**src/rtl/uart_can_frame_packer.sv**
```systemverilog
// UART-to-CAN frame packer: gathers received bytes into frames of up to MAX_BYTES,
// closes them on count, idle timeout or flush, and queues them for can_tx.
module uart_can_frame_packer #(
    parameter int MAX_BYTES = 8,
    parameter int ID_W      = 12,
    parameter int DEPTH     = 4,
    parameter int TIMEOUT   = 1024,
    parameter int DROP_W    = 8
) (
    input  logic                       clock,
    input  logic                       reset,
    input  logic [7:0]                 rx_byte,
    input  logic                       rx_valid,
    input  logic                       flush,
    input  logic [ID_W-1:0]            cfg_id,
    output logic                       frame_valid,
    input  logic                       frame_ready,
    output logic [ID_W-1:0]            frame_id,
    output logic [63:0]                frame_data,
    output logic [3:0]                 frame_dlc,
    output logic [$clog2(DEPTH):0]     fifo_level,
    output logic                       overflow,
    output logic [DROP_W-1:0]          drop_cnt
);

    localparam int PTR_W  = $clog2(DEPTH);
    localparam int LVL_W  = PTR_W + 1;
    localparam int IDLE_W = $clog2(TIMEOUT);

    typedef struct packed {
        logic [ID_W-1:0] id;
        logic [63:0]     data;
        logic [3:0]      dlc;
    } frame_t;

    logic [3:0]        byte_cnt_q, byte_cnt_d;
    logic [63:0]       asm_q, asm_d;
    logic [IDLE_W-1:0] idle_q, idle_d;
    logic [63:0]       asm_data;
    logic [3:0]        asm_cnt;
    logic              close;

    frame_t            mem_q [DEPTH];
    logic [PTR_W-1:0]  wr_ptr_q, wr_ptr_d, rd_ptr_q, rd_ptr_d;
    logic [LVL_W-1:0]  level_q, level_d;
    frame_t            head_q, head_d, new_frame;
    logic              valid_q, valid_d, ovf_q, ovf_d;
    logic [DROP_W-1:0] drop_q, drop_d;
    logic              full, push, pop;

    // Assembly view including any same-cycle byte, so every close path sees the same frame.
    always_comb begin
        // NOTE: every always_comb output gets a default first; a missed branch would infer a latch.
        asm_data = asm_q;
        for (int k = 0; k < MAX_BYTES; k++) begin
            if (rx_valid && byte_cnt_q == 4'(k)) asm_data[63-8*k -: 8] = rx_byte;
        end
        asm_cnt = byte_cnt_q + 4'(rx_valid);
        close   = (rx_valid && byte_cnt_q == 4'(MAX_BYTES-1))
               || (flush && asm_cnt != 4'd0)
               || (!rx_valid && byte_cnt_q != 4'd0 && idle_q == IDLE_W'(TIMEOUT-1));

        byte_cnt_d = byte_cnt_q;
        asm_d      = asm_q;
        idle_d     = idle_q;
        if (close) begin
            byte_cnt_d = '0;
            asm_d      = '0;
            idle_d     = '0;
        end else if (rx_valid) begin
            byte_cnt_d = asm_cnt;
            asm_d      = asm_data;
            idle_d     = '0;
        end else if (byte_cnt_q != 4'd0) begin
            idle_d = idle_q + 1'b1;
        end
    end

    always_comb begin
        new_frame.id   = cfg_id;
        new_frame.data = asm_data;
        new_frame.dlc  = asm_cnt;

        full  = level_q == LVL_W'(DEPTH);
        pop   = valid_q && frame_ready;
        push  = close && (!full || pop);
        ovf_d = close && full && !pop;

        drop_d = drop_q;
        if (ovf_d && drop_q != '1) drop_d = drop_q + 1'b1;

        wr_ptr_d = wr_ptr_q + PTR_W'(push);
        rd_ptr_d = rd_ptr_q + PTR_W'(pop);
        level_d  = level_q + LVL_W'(push) - LVL_W'(pop);
        valid_d  = level_d != '0;

        // The head register is reloaded from the new frame when it lands in an otherwise empty queue.
        head_d = head_q;
        if (push && level_q == LVL_W'(pop)) head_d = new_frame;
        else if (pop && level_d != '0)     head_d = mem_q[rd_ptr_d];
    end

    always_ff @(posedge clock or posedge reset) begin
        if (reset) begin
            // NOTE: sequential state uses non-blocking assignments so all registers update together.
            byte_cnt_q <= '0;
            asm_q      <= '0;
            idle_q     <= '0;
            wr_ptr_q   <= '0;
            rd_ptr_q   <= '0;
            level_q    <= '0;
            head_q     <= '0;
            valid_q    <= 1'b0;
            ovf_q      <= 1'b0;
            drop_q     <= '0;
        end else begin
            byte_cnt_q <= byte_cnt_d;
            asm_q      <= asm_d;
            idle_q     <= idle_d;
            wr_ptr_q   <= wr_ptr_d;
            rd_ptr_q   <= rd_ptr_d;
            level_q    <= level_d;
            head_q     <= head_d;
            valid_q    <= valid_d;
            ovf_q      <= ovf_d;
            drop_q     <= drop_d;
        end
    end

    // NOTE: the frame storage has no reset; the pointers and level alone define which entries are live.
    always_ff @(posedge clock) begin
        if (push) mem_q[wr_ptr_q] <= new_frame;
    end

    assign frame_valid = valid_q;
    assign frame_id    = head_q.id;
    assign frame_data  = head_q.data;
    assign frame_dlc   = head_q.dlc;
    assign fifo_level  = level_q;
    assign overflow    = ovf_q;
    assign drop_cnt    = drop_q;

endmodule

```
**config.mk**
```make
export PLATFORM = sky130hd
export DESIGN_NAME = uart_can_frame_packer
export DESIGN_NICKNAME = d
export VERILOG_FILES = /design/src/rtl/uart_can_frame_packer.sv
export SDC_FILE = /design/constraint.sdc
export NUM_CORES = 1
export LEC_CHECK = 0
export BUFFER_PORTS_ARGS = -buffer_cell sky130_fd_sc_hd__buf_4
export CAP_MARGIN = 15
export CELL_PAD_IN_SITES_DETAIL_PLACEMENT = 1
export CELL_PAD_IN_SITES_GLOBAL_PLACEMENT = 2
export CORE_UTILIZATION = 48
export CTS_BUF_LIST = sky130_fd_sc_hd__clkbuf_8
export DETAILED_ROUTE_END_ITERATION = 8
export MAX_ROUTING_LAYER = met4
export PLACE_DENSITY = 0.92
export SLEW_MARGIN = 20
export SYNTH_ARGS = -nofsm -noshare
export SYNTH_HDL_FRONTEND = slang
export SYNTH_SLANG_ARGS = --single-unit
```
**constraint.sdc**
```tcl
create_clock -name clock -period 11.3 [get_ports clock]
set_input_delay 0.565 -clock clock [delete_from_list [all_inputs] [get_ports clock]]
set_output_delay 0.565 -clock clock [all_outputs]
set_load 0.1 [all_outputs]
```
== Word level (Yosys, flattened, before mapping) ==
Memories as Yosys holds them, arrays and structs flattened.
Index checks and enable logic that the tools add are counted.

* Flip-flop bits (word level): 175
* Bits in latches: 0
* Memory bits (writable): 320
* Memory bits (read-only): 0
* Bits of input ports: 25
* Output and inout bits: 93
* Word-level logic and storage cells: 81
* Memories: 1

* Add/subtract/negate cells: 7
* Multipliers: 0
* Div/mod/pow operators: 0
* Magnitude comparators: 0
* Equal/unequal tests: 11
* Shift operators: 0
* Muxes and demuxes: 19
* Bitwise logic cells: 0
* Reduce and logical (&&, ||, !) cells: 31

{| class="wikitable"
|+ Memory list
! memory !! depth !! bits a word !! rd ports !! clocked after Yosys merged registers in !! write ports !! line !! text
|-
| mem_q || 4 || 80 || 1 || 0 || 1 || 43 || <nowiki>frame_t mem_q [DEPTH];</nowiki>
|}

{| class="wikitable"
|+ Operators by type and width
! operator !! number
|-
| 2-to-1 mux 80 bit || 2
|-
| 2-to-1 mux 64 bit || 2
|-
| 2-to-1 mux 8 bit || 8
|-
| 2-to-1 mux 10 bit || 3
|-
| logical AND 1 bit || 18
|-
| == test 4 x 3 -> 1 bit, second input constant || 4
|-
| adder 10 x 1 -> 10 bit, second input constant || 1
|-
| == test 10 bit, second input constant || 1
|-
| adder 8 x 1 -> 8 bit, second input constant || 1
|-
| == test 4 x 2 -> 1 bit, second input constant || 2
|-
| 2-to-1 mux 4 bit || 2
|-
| != test 8 bit, second input constant || 1
|-
| nonzero test 4 bit || 2
|-
| nonzero test 3 bit || 2
|-
| adder 2 x 1 -> 2 bit || 2
|-
| adder 4 x 1 -> 4 bit || 1
|-
| == test 4 x 1 -> 1 bit, second input constant || 1
|-
| zero test 4 bit || 1
|-
| nonzero test 2 bit || 2
|-
| adder 3 x 1 -> 3 bit || 1
|-
| == test 3 x 1 -> 1 bit || 1
|-
| == test 3 bit, second input constant || 1
|-
| zero test 1 bit || 3
|-
| logical OR 1 bit || 3
|-
| 2 further kinds || 3
|}

== Logic depth before layout (Yosys ltp) ==
Gate-level depths: netlist of run 1.

* Depth in word-level cells: 12
* Depth in mapped cells: 18
* Mapped depth without buffers: 16

== Worst setup path before layout of run 1 ==
No wires, ideal clock.

* Path kind: input port to flip-flop
* Start: input port rx_valid
* End: memory mem_q[1][0] in the netlist's numbering (enable)
* Setup time: 633 ps
* Arrival time: 7694 ps
* Required time: 10667 ps
* Path slack: 2972 ps
* Stages: 7
* Path buffers: 0
* Path through: ha_1 -> ha_1 -> xor2_1 -> o41ai_2 -> nand2_1 -> nand2_1 -> nor3b_1

* Longest elaborated chain between the ends: 8

{| class="wikitable"
|+ RTL lines
! what !! line !! text
|-
| start, declared || 13 || <nowiki>input logic rx_valid,</nowiki>
|-
| adder 4 x 1 -> 4 bit || 58 || <nowiki>asm_cnt = byte_cnt_q + 4'(rx_valid);</nowiki>
|-
| named net asm_cnt[2] || 40 || <nowiki>logic [3:0] asm_cnt;</nowiki>
|-
| nonzero test 4 bit || 60 || <nowiki>|| (flush && asm_cnt != 4'd0)</nowiki>
|-
| logical AND 1 bit || 60 ||
|-
| logical OR 1 bit || 60 ||
|-
| logical OR 1 bit || 61 || <nowiki>|| (!rx_valid && byte_cnt_q != 4'd0 && idle_q == IDLE_W'(TIMEOUT-1));</nowiki>
|-
| logical AND 1 bit || 86 || <nowiki>push = close && (!full || pop);</nowiki>
|-
| 2-to-1 mux 1 bit || 132 || <nowiki>if (push) mem_q[wr_ptr_q] <= new_frame;</nowiki>
|-
| 2-to-1 mux 1 bit (implied by the code) || 132 ||
|-
| end, declared || 43 ||
|}

The timed path passes the listed nets, and every way through them passes these cells.

== Worst setup path in the final report of run 1 ==
* Start: register byte_cnt_q[0]
* End: register head_q, in the netlist frame_data[21]

* Longest elaborated chain between the ends: 11

{| class="wikitable"
|+ RTL lines
! what !! line !! text
|-
| start, declared || 36 || <nowiki>logic [3:0] byte_cnt_q, byte_cnt_d;</nowiki>
|-
| start signal, assigned || 117 || <nowiki>byte_cnt_q <= byte_cnt_d;</nowiki>
|-
| adder 4 x 1 -> 4 bit || 58 ||
|-
| named net asm_cnt[1] || 40 ||
|-
| nonzero test 4 bit || 60 ||
|-
| logical AND 1 bit || 60 ||
|-
| logical OR 1 bit || 60 ||
|-
| logical OR 1 bit || 61 ||
|-
| logical AND 1 bit || 86 ||
|-
| adder 3 x 1 -> 3 bit || 94 || <nowiki>level_d = level_q + LVL_W'(push) - LVL_W'(pop);</nowiki>
|-
| subtractor 3 x 1 -> 3 bit || 94 ||
|-
| named net level_d[2] || 45 || <nowiki>logic [LVL_W-1:0] level_q, level_d;</nowiki>
|-
| nonzero test 3 bit || -- ||
|-
| named net valid_d || 47 || <nowiki>logic valid_q, valid_d, ovf_q, ovf_d;</nowiki>
|-
| logical AND 1 bit || 100 || <nowiki>else if (pop && level_d != '0) head_d = mem_q[rd_ptr_d];</nowiki>
|-
| nonzero test 2 bit (no line) || -- ||
|-
| end signal, assigned || 112 || <nowiki>head_q <= '0;</nowiki>
|-
| end signal, assigned || 123 || <nowiki>head_q <= head_d;</nowiki>
|-
| end, declared || 46 || <nowiki>frame_t head_q, head_d, new_frame;</nowiki>
|}

The timed path passes the listed nets, and every way through them passes these cells.
A chain may end at the register's enable or synchronous reset.

==> metrics.md, run 1 <==
| Metric | Value |
|---|---|
| Status | `completed` |
| RD Place Congestion | `0.722` |
| Skew-Pair Late Insertion Delay | `0.64 ns` |
| Synth top cells by count | `320 x edfxtp_1, 211 x mux2i_1, 175 x dfrtp_1` |
| Worst Skew | `0.0339 ns` |
| Largest family of logic cells by synthesized area | `multiplexers` |
| TritonRoute pass-1 iters | `5` |
| Delay-heaviest family, CP | `adder cells` |
| Ys Warns | `0` |
| Crit path cell chain | `ha_1 > ha_1 > o41ai_2 > nand2_2 > nand2_1 > ha_1 > inv_1 > ha_1 > fa_1 > xnor2_1 > xnor2_1 > or3_1 > and2_4 > buf_4 > mux2i_1 > mux2i_1` |
| Final setup viols | `0` |
| Unique masters post-synth | `34` |
| DRT Wirelength | `46300 um` |
| Hold Vio Cnt, Final | `0` |
| Flip-flop and latch count after synthesis | `495` |
| Sequential-to-total area share from yosys stat | `a little under three quarters` |
| EDFF count, synth | `320` |
| Post-synthesis mux area share | `20.0%` |
| Setup TNS | `0 ns` |
| First-pass GRT wire length | `71100 um` |
| Final period utilization | `49.9%` |
| Slowest stage cell, crit path | `buf_4` |
| Area of the core | `40100 um^2` |
| Ys flop type | `edfxtp_1` |
| Worst EP arrival | `roughly 6.1 ns` |
| CP peak stage delay | `0.89 ns` |
| Fraction of layout cells with a size suffix above 1 | `24.7%` |
| Number of vias per cell | `5.57` |
| Post-route DRC violation count | `0` |
| Drt first-iter violations | `574` |
| Routed len/inst | `24.7 um` |
| Synth Area in Compound Gates | `0.847%` |
| Critical-path maximum fanout | `between 40 and 50` |
| Final hold slack | `0.0577 ns` |
| Vias in the first global route | `11776` |
| Largest net degree at the start of global routing | `112` |
| Worst Path Required | `11.75 ns` |
| Max-slew violation count | `0` |
| H-tree depth | `3` |
| Fmax | `0.177 GHz` |
| Slew HR | `33.8%` |
| Mapped Area | `19700 um^2` |
| CTS max path bufs | `3` |
| Port Buf Inserts | `117` |
| Unrepaired setup endpoints after global routing | `no` |
| Synth-to-layout area growth | `15.6%` |
| Worst-margin pin slew | `0.992 ns` |
| I/O pin total | `118` |
| Synth top area cells | `edfxtp_1 49%, dfrtp_1 22%, mux2i_1 11%, mux4_2 9.2%, nor2_1 1.6%` |
| Fraction of the mapped netlist area in simple logic gates | `between 3 and 4%` |
| Post-DP HPWL | `26300 um` |
| Min-Delay Path Class | `in2async` |
| Syn avg cell area | `17.4 um^2` |
| Post-CTS Resized | `0` |
| Post-synth top area share | `48.9%` |
| Total grt overflow | `0` |
| Hold buffers post-CTS | `0` |
| CP Capture Type | `register` |
| Fin crit period | `5.64 ns` |
| Antenna Cells | `0` |
| CTS tree | `yes` |
| Post CTS Setup Buffer Count | `0` |
| Die ar. | `41800 um^2` |
| XOR/XNOR Fraction of Synth Area | `1.07%` |
| CP dominant cell by count | `ha_1` |
| Initial Utilization | `49.0%` |
| Clock Tree Root | `clkbuf_8` |
| Adder-Cell Fraction of Synth Area | `less than 1%` |
| Vias post-DR | `10435` |
| Setup crit start kind | `register` |
| Number of routed nets with antenna violations | `0` |
| Most common cell in the netlist | `edfxtp_1` |
| Total CTS buffers | `79` |
| Reg clk slew, reported paths | `around 0.060 ns` |
| Max-cap violations | `0` |
| Die Ht | `204 um` |
| GRT Util Overall | `23.9%` |
| Synth Instances | `1130` |
| FP Rows | `73` |
| Buffers plus inverters on the worst setup path | `2` |
| Nets | `1319` |
| Initial antenna violation count | `0` |
| Setup CP Type | `reg2reg` |
| Die width | `between 200 and 250 um` |
| Syn_nets | `1164` |
| Ys async rst share | `approximately 35%` |
| Clk sink count | `495` |
| Yosys top cell by area | `edfxtp_1` |
## cell usage in the layout (no fill, tap or decap), drive strengths merged, types with 26 or more instances in the layout
master    n
dfrtp   175
mux4     80
nor2     86
edfxtp  320
inv     104
nand2    26
mux2i   211
clkbuf   90
buf     135
## cell families after synthesis
group,Yosys count
AOI/OAI and AO/OA,22
DFF,495
muxes,292
adders and majority gates,9
and+or+nand+nor,155
buffers and inverters,133
xor gates and xnor gates,24
## final cells by class
cell class | count | area (um^2)
inverters | 72 | 278
repair buffers | 135 | 1010
clock inverters | 56 | 364
flip-flops and latches | 495 | 14000
fillers | 3709 | 17400
clock buffers | 90 | 1240
multi-input cells | 502 | 5170
well taps | 525 | 657
## worst paths after layout
check                         startpoint              to  slack, ns  cells past startpoint
min reg2reg                  drop_cnt[4]     drop_cnt[4]       0.50                      1
min                                reset     frame_id[6]       0.06                      2
max                        byte_cnt_q[0]  frame_data[21]       5.66                     16
min in group clock             cfg_id[0]    mem_q[0][68]       0.17                      1
max in group asynchronous          reset       idle_q[5]       9.63                      3
max reg2reg                byte_cnt_q[0]  frame_data[21]       5.66                     16
## flip-flops by register name, indices dropped and copies added, names as in the netlist
signal / count
frame_dlc: 4
mem_q: 320
overflow: 1
frame_id: 12
frame_valid: 1
drop_cnt: 8
rd_ptr_q: 2
idle_q: 10
asm_q: 64
wr_ptr_q: 2
frame_data: 64
fifo_level: 3
byte_cnt_q: 4
## through the flow
stage | area (um^2) | setup WS (ns) | std cells | utilization [%]
after global placement | 21100 | 5.69 | 1729 | 52.6
after floorplan | 19700 | 2.97 | 1130 | -
final | 22700 | 5.66 | 1875 | 56.6
after global routing | 22700 | 5.28 | 1875 | 56.6
after CTS | 22700 | 5.57 | 1875 | 56.6
after detailed placement | 21100 | 5.36 | 1729 | 52.6
## metal layers
layer / vias up / global-route usage (%) / share of wire [%]
li1: 4524 / - / -
met1: 5545 / 29.8 / 42
met2: 282 / 40.1 / 51
met3: 84 / 4.00 / 4.7
met4: 0 / 7.12 / 2.2
met5: - / - / 0
Power of run 1 is left out: the tool's default activity adds up to more than one toggle a clock period on the data nets, which glitch-free logic cannot reach.
==> inputs of run 2 (changes only) <==
- ABC_AREA: default -> 1
- CORE_UTILIZATION: 48 -> 37
- PLACE_DENSITY: 0.92 -> 0.87
- clock period: 11.3 -> 5.1 ns (I/O delays scaled with it)
==> metrics.md, run 2 <==
| Metric | Value |
|---|---|
| Status | `completed` |
| First-pass GRT wire length | `99400 um (+40%)` |
| Crit Reg-Reg Startpoint | `byte_cnt_q[0]` |
| Number of vias per cell | `5.28 (-5.2%)` |
| Vias in the first global route | `17345 (+47%)` |
| Worst Skew | `0.0377 ns (+0.00381 ns)` |
| Hold buffers post-CTS | `15 (+15)` |
| Routed len/inst | `20.9 um (-15%)` |
| Unrepaired setup endpoints after global routing | `no` |
| Number of routed nets with antenna violations | `0 (unchanged)` |
| Syn_nets | `2123 (+82%)` |
| I/O pin total | `118 (unchanged)` |
| Largest net degree at the start of global routing | `148 (+32%)` |
| Flip-flop and latch count after synthesis | `495 (unchanged)` |
| Die width | `241 um (+18%)` |
| Post-synth top area share | `45.6% (-3.3 points)` |
| Drt first-iter violations | `1020 (+78%)` |
| Initial Utilization | `37.4% (-12 points)` |
| CTS tree | `yes` |
| Commonest cells after routing, fill and taps aside | `406 x nor2_1, 362 x nand2_1, 320 x edfxtp_1, 231 x o21ai_0, 178 x inv_1` |
| Clk sink count | `495 (unchanged)` |
| Most common cell in the netlist | `nor2_1` |
| Ys Warns | `0 (unchanged)` |
| EDFF count, synth | `320 (unchanged)` |
| Post-DP HPWL | `34200 um (+30%)` |
| Post CTS Setup Buffer Count | `0 (unchanged)` |
| Sequential-to-total area share from yosys stat | `66.4% (-4.8 points)` |
| Worst hold path startpoint | `rx_byte[4]` |
| Synth top area cells | `edfxtp_1 46%, dfrtp_1 21%, nor2_1 7.2%, nand2_1 6.5%, o21ai_0 5.5%` |
| Worst EP arrival | `4.83 ns (-1.26 ns)` |
| Ys flop type | `edfxtp_1` |
| Clock Tree Root | `clkbuf_8` |
| Commonest non-fill, non-tap cell in the layout | `nor2_1` |
| Antenna Cells | `0 (unchanged)` |
| RD Place Congestion | `0.733 (+1.5%)` |
| Final setup viols | `0 (unchanged)` |
| Setup CP Type | `reg2reg` |
| Total CTS buffers | `86 (+8.9%)` |
| Synth top cells by count | `406 x nor2_1, 363 x nand2_1, 320 x edfxtp_1` |
| Yosys top cell by area | `edfxtp_1` |
| Reg2Reg Depth | `19 (+3)` |
| Hold Vio Cnt, Final | `0 (unchanged)` |
| Post-route DRC violation count | `0 (unchanged)` |
| DRT Wirelength | `63400 um (+37%)` |
| Worst Path Required | `5.68 ns (-6.07 ns)` |
| CP Capture Type | `register` |
| Post-CTS Resized | `0 (unchanged)` |
| Slew HR | `24.8% (-9.1 points)` |
| Fin crit period | `4.25 ns (-1.39 ns)` |
| Min-Delay Path Class | `in2reg` |
| CP dominant cell by count | `nand2_1` |
| Die ar. | `57900 um^2 (+39%)` |
| CP peak stage delay | `0.44 ns (-0.45 ns)` |
| Crit path cell chain | `ha_1 > ha_1 > inv_1 > nand2_1 > nor2_1 > nand2_1 > nand2_1 > nand2_4 > nand2_1 > ha_1 > inv_1 > ha_1 > fa_1 > nor2_1 > nand3_4 > nand2_4 > buf_4 > nand3_1 > nand2_1` |
| Area of the core | `56300 um^2 (+40%)` |
| Vias post-DR | `15973 (+53%)` |
| Worst-margin pin slew | `1.13 ns (+0.136 ns)` |
| Reg2reg setup slack | `0.85 ns (-4.81 ns)` |
| Largest register by flop count | `mem_q` |
| Fraction of layout cells with a size suffix above 1 | `12.4% (-12 points)` |
| Slowest stage cell, crit path | `fa_1` |
| Reg clk slew, reported paths | `0.06 ns (about the same)` |
| Initial antenna violation count | `1 (+1)` |
| Setup crit start kind | `register` |
| H-tree depth | `3 (unchanged)` |
| Critical-path maximum fanout | `32 (-32%)` |
| Fin util | `43.6% (-13 points)` |
| FP Rows | `87 (+19%)` |
| Max-slew violation count | `0 (unchanged)` |
| Setup TNS | `0 ns (unchanged)` |
| Buffers plus inverters on the worst setup path | `3 (+1)` |
| Port Buf Inserts | `117 (unchanged)` |
| CTS max path bufs | `3 (unchanged)` |
| Crit path depth | `19 (+3)` |
| Synth Instances | `2089 (+85%)` |
| Hold path depth | `3` |
| Unique masters post-synth | `27 (-21%)` |
| Max-cap violations | `0 (unchanged)` |
| Delay-heaviest family, CP | `simple AND/OR/NAND/NOR gates` |
| Reg2reg end | `frame_data[26]` |
| Worst setup path startpoint | `byte_cnt_q[0]` |
| Final period utilization | `83.4% (+33 points)` |
| Nets | `2234 (+69%)` |
| Skew-Pair Late Insertion Delay | `0.67 ns (+0.03 ns)` |
| Syn avg cell area | `10.1 um^2 (-42%)` |
| TritonRoute pass-1 iters | `5 (unchanged)` |
| Max FFs per register | `320 (unchanged)` |
| Ys async rst share | `35.4% (unchanged)` |
| GRT Util Overall | `23.2% (-0.63 points)` |
| Total grt overflow | `0 (unchanged)` |
| Synth-to-layout area growth | `16.5%` |
| Mapped Area | `21100 um^2 (+7.2%)` |
| Setup crit end | `frame_data[26]` |
| Fmax | `0.235 GHz (+33%)` |
| Die Ht | `241 um (+18%)` |
run 2: cell count changes after synthesis, moves of 12 or more:
cell	previous run	this run
nand3_1	10	100
nor2_1	85	406
clkbuf_1	39	87
inv_1	71	147
buf_2	11	29
mux4_2	80	0
nand4_1	5	163
mux2i_1	211	0
nand2_1	26	363
xor2_1	16	4
o21ai_1	16	1
o21ai_0	0	231
run 2: cell type report:
type | instances | area (um^2)
Clock inverter | 64 | 368
Tap cell | 756 | 946
Multi-Input combinational cell | 1304 | 6020
Fill cell | 6293 | 31700
Sequential cell | 495 | 14000
Inverter | 153 | 589
Clock buffer | 96 | 1320
Timing Repair Buffer | 160 | 1300
run 2: cell families (layout without fill, tap and decap cells):
| family | Yosys count | after routing | share of synthesized area (%) |
|---|---|---|---|
| buffers and inverters | 290 | 473 | 5.50 |
| xor gates and xnor gates | 13 | 13 | 0.541 |
| and+or+nand+nor | 1047 | 1047 | 21.4 |
| DFF | 495 | 495 | 66.4 |
| AOI/OAI and AO/OA | 235 | 235 | 5.58 |
| adders and majority gates | 9 | 9 | 0.570 |
run 2: worst min-delay path by stage:
stage,to
6_report,asm_q[44]
5_1_grt,asm_q[44]
4_1_cts,asm_q[44]
3_5_place_dp,drop_cnt[6]
3_3_place_gp,drop_cnt[6]
2_1_floorplan,mem_q[0][68]
run 2: layer usage:
| layer | wire length (um) | part of all wire (%) | vias up | GRT usage [%] |
|---|---|---|---|---|
| met2 | 31900 | 50 | 373 | 39.4 |
| met5 | 0 | 0 | - | - |
| li1 | - | - | 7312 | - |
| met3 | 2920 | 4.6 | 119 | 3.39 |
| met4 | 1620 | 2.6 | 0 | 8.42 |
| met1 | 27000 | 43 | 8169 | 28.1 |
run 2: through the flow:
step | cell area, um^2 | std cells | hold slack [ns] | worst slack (ns)
global route | 24500 | 3028 | 0.0568 | 0.599
detailed placement | 22700 | 2853 | 0.454 | 0.821
finish | 24500 | 3028 | 0.0521 | 0.847
global placement | 22700 | 2853 | 0.449 | 0.995
CTS | 24500 | 3028 | 0.00576 | 0.821
floorplan | 21100 | 2089 | 0.354 | -0.267
run 2: worst reg2reg max path, stage by stage (launching register included):
cell     delay [ns]
dfrtp_1        0.43
ha_1           0.24
ha_1           0.36
inv_1          0.10
nand2_1        0.05
nor2_1         0.10
nand2_1        0.06
nand2_1        0.11
nand2_4        0.07
nand2_1        0.34
ha_1           0.30
inv_1          0.05
ha_1           0.16
fa_1           0.44
nor2_1         0.21
nand3_4        0.12
nand2_4        0.44
buf_4          0.37
nand3_1        0.12
nand2_1        0.08
Power of run 2 is left out for the same reason.
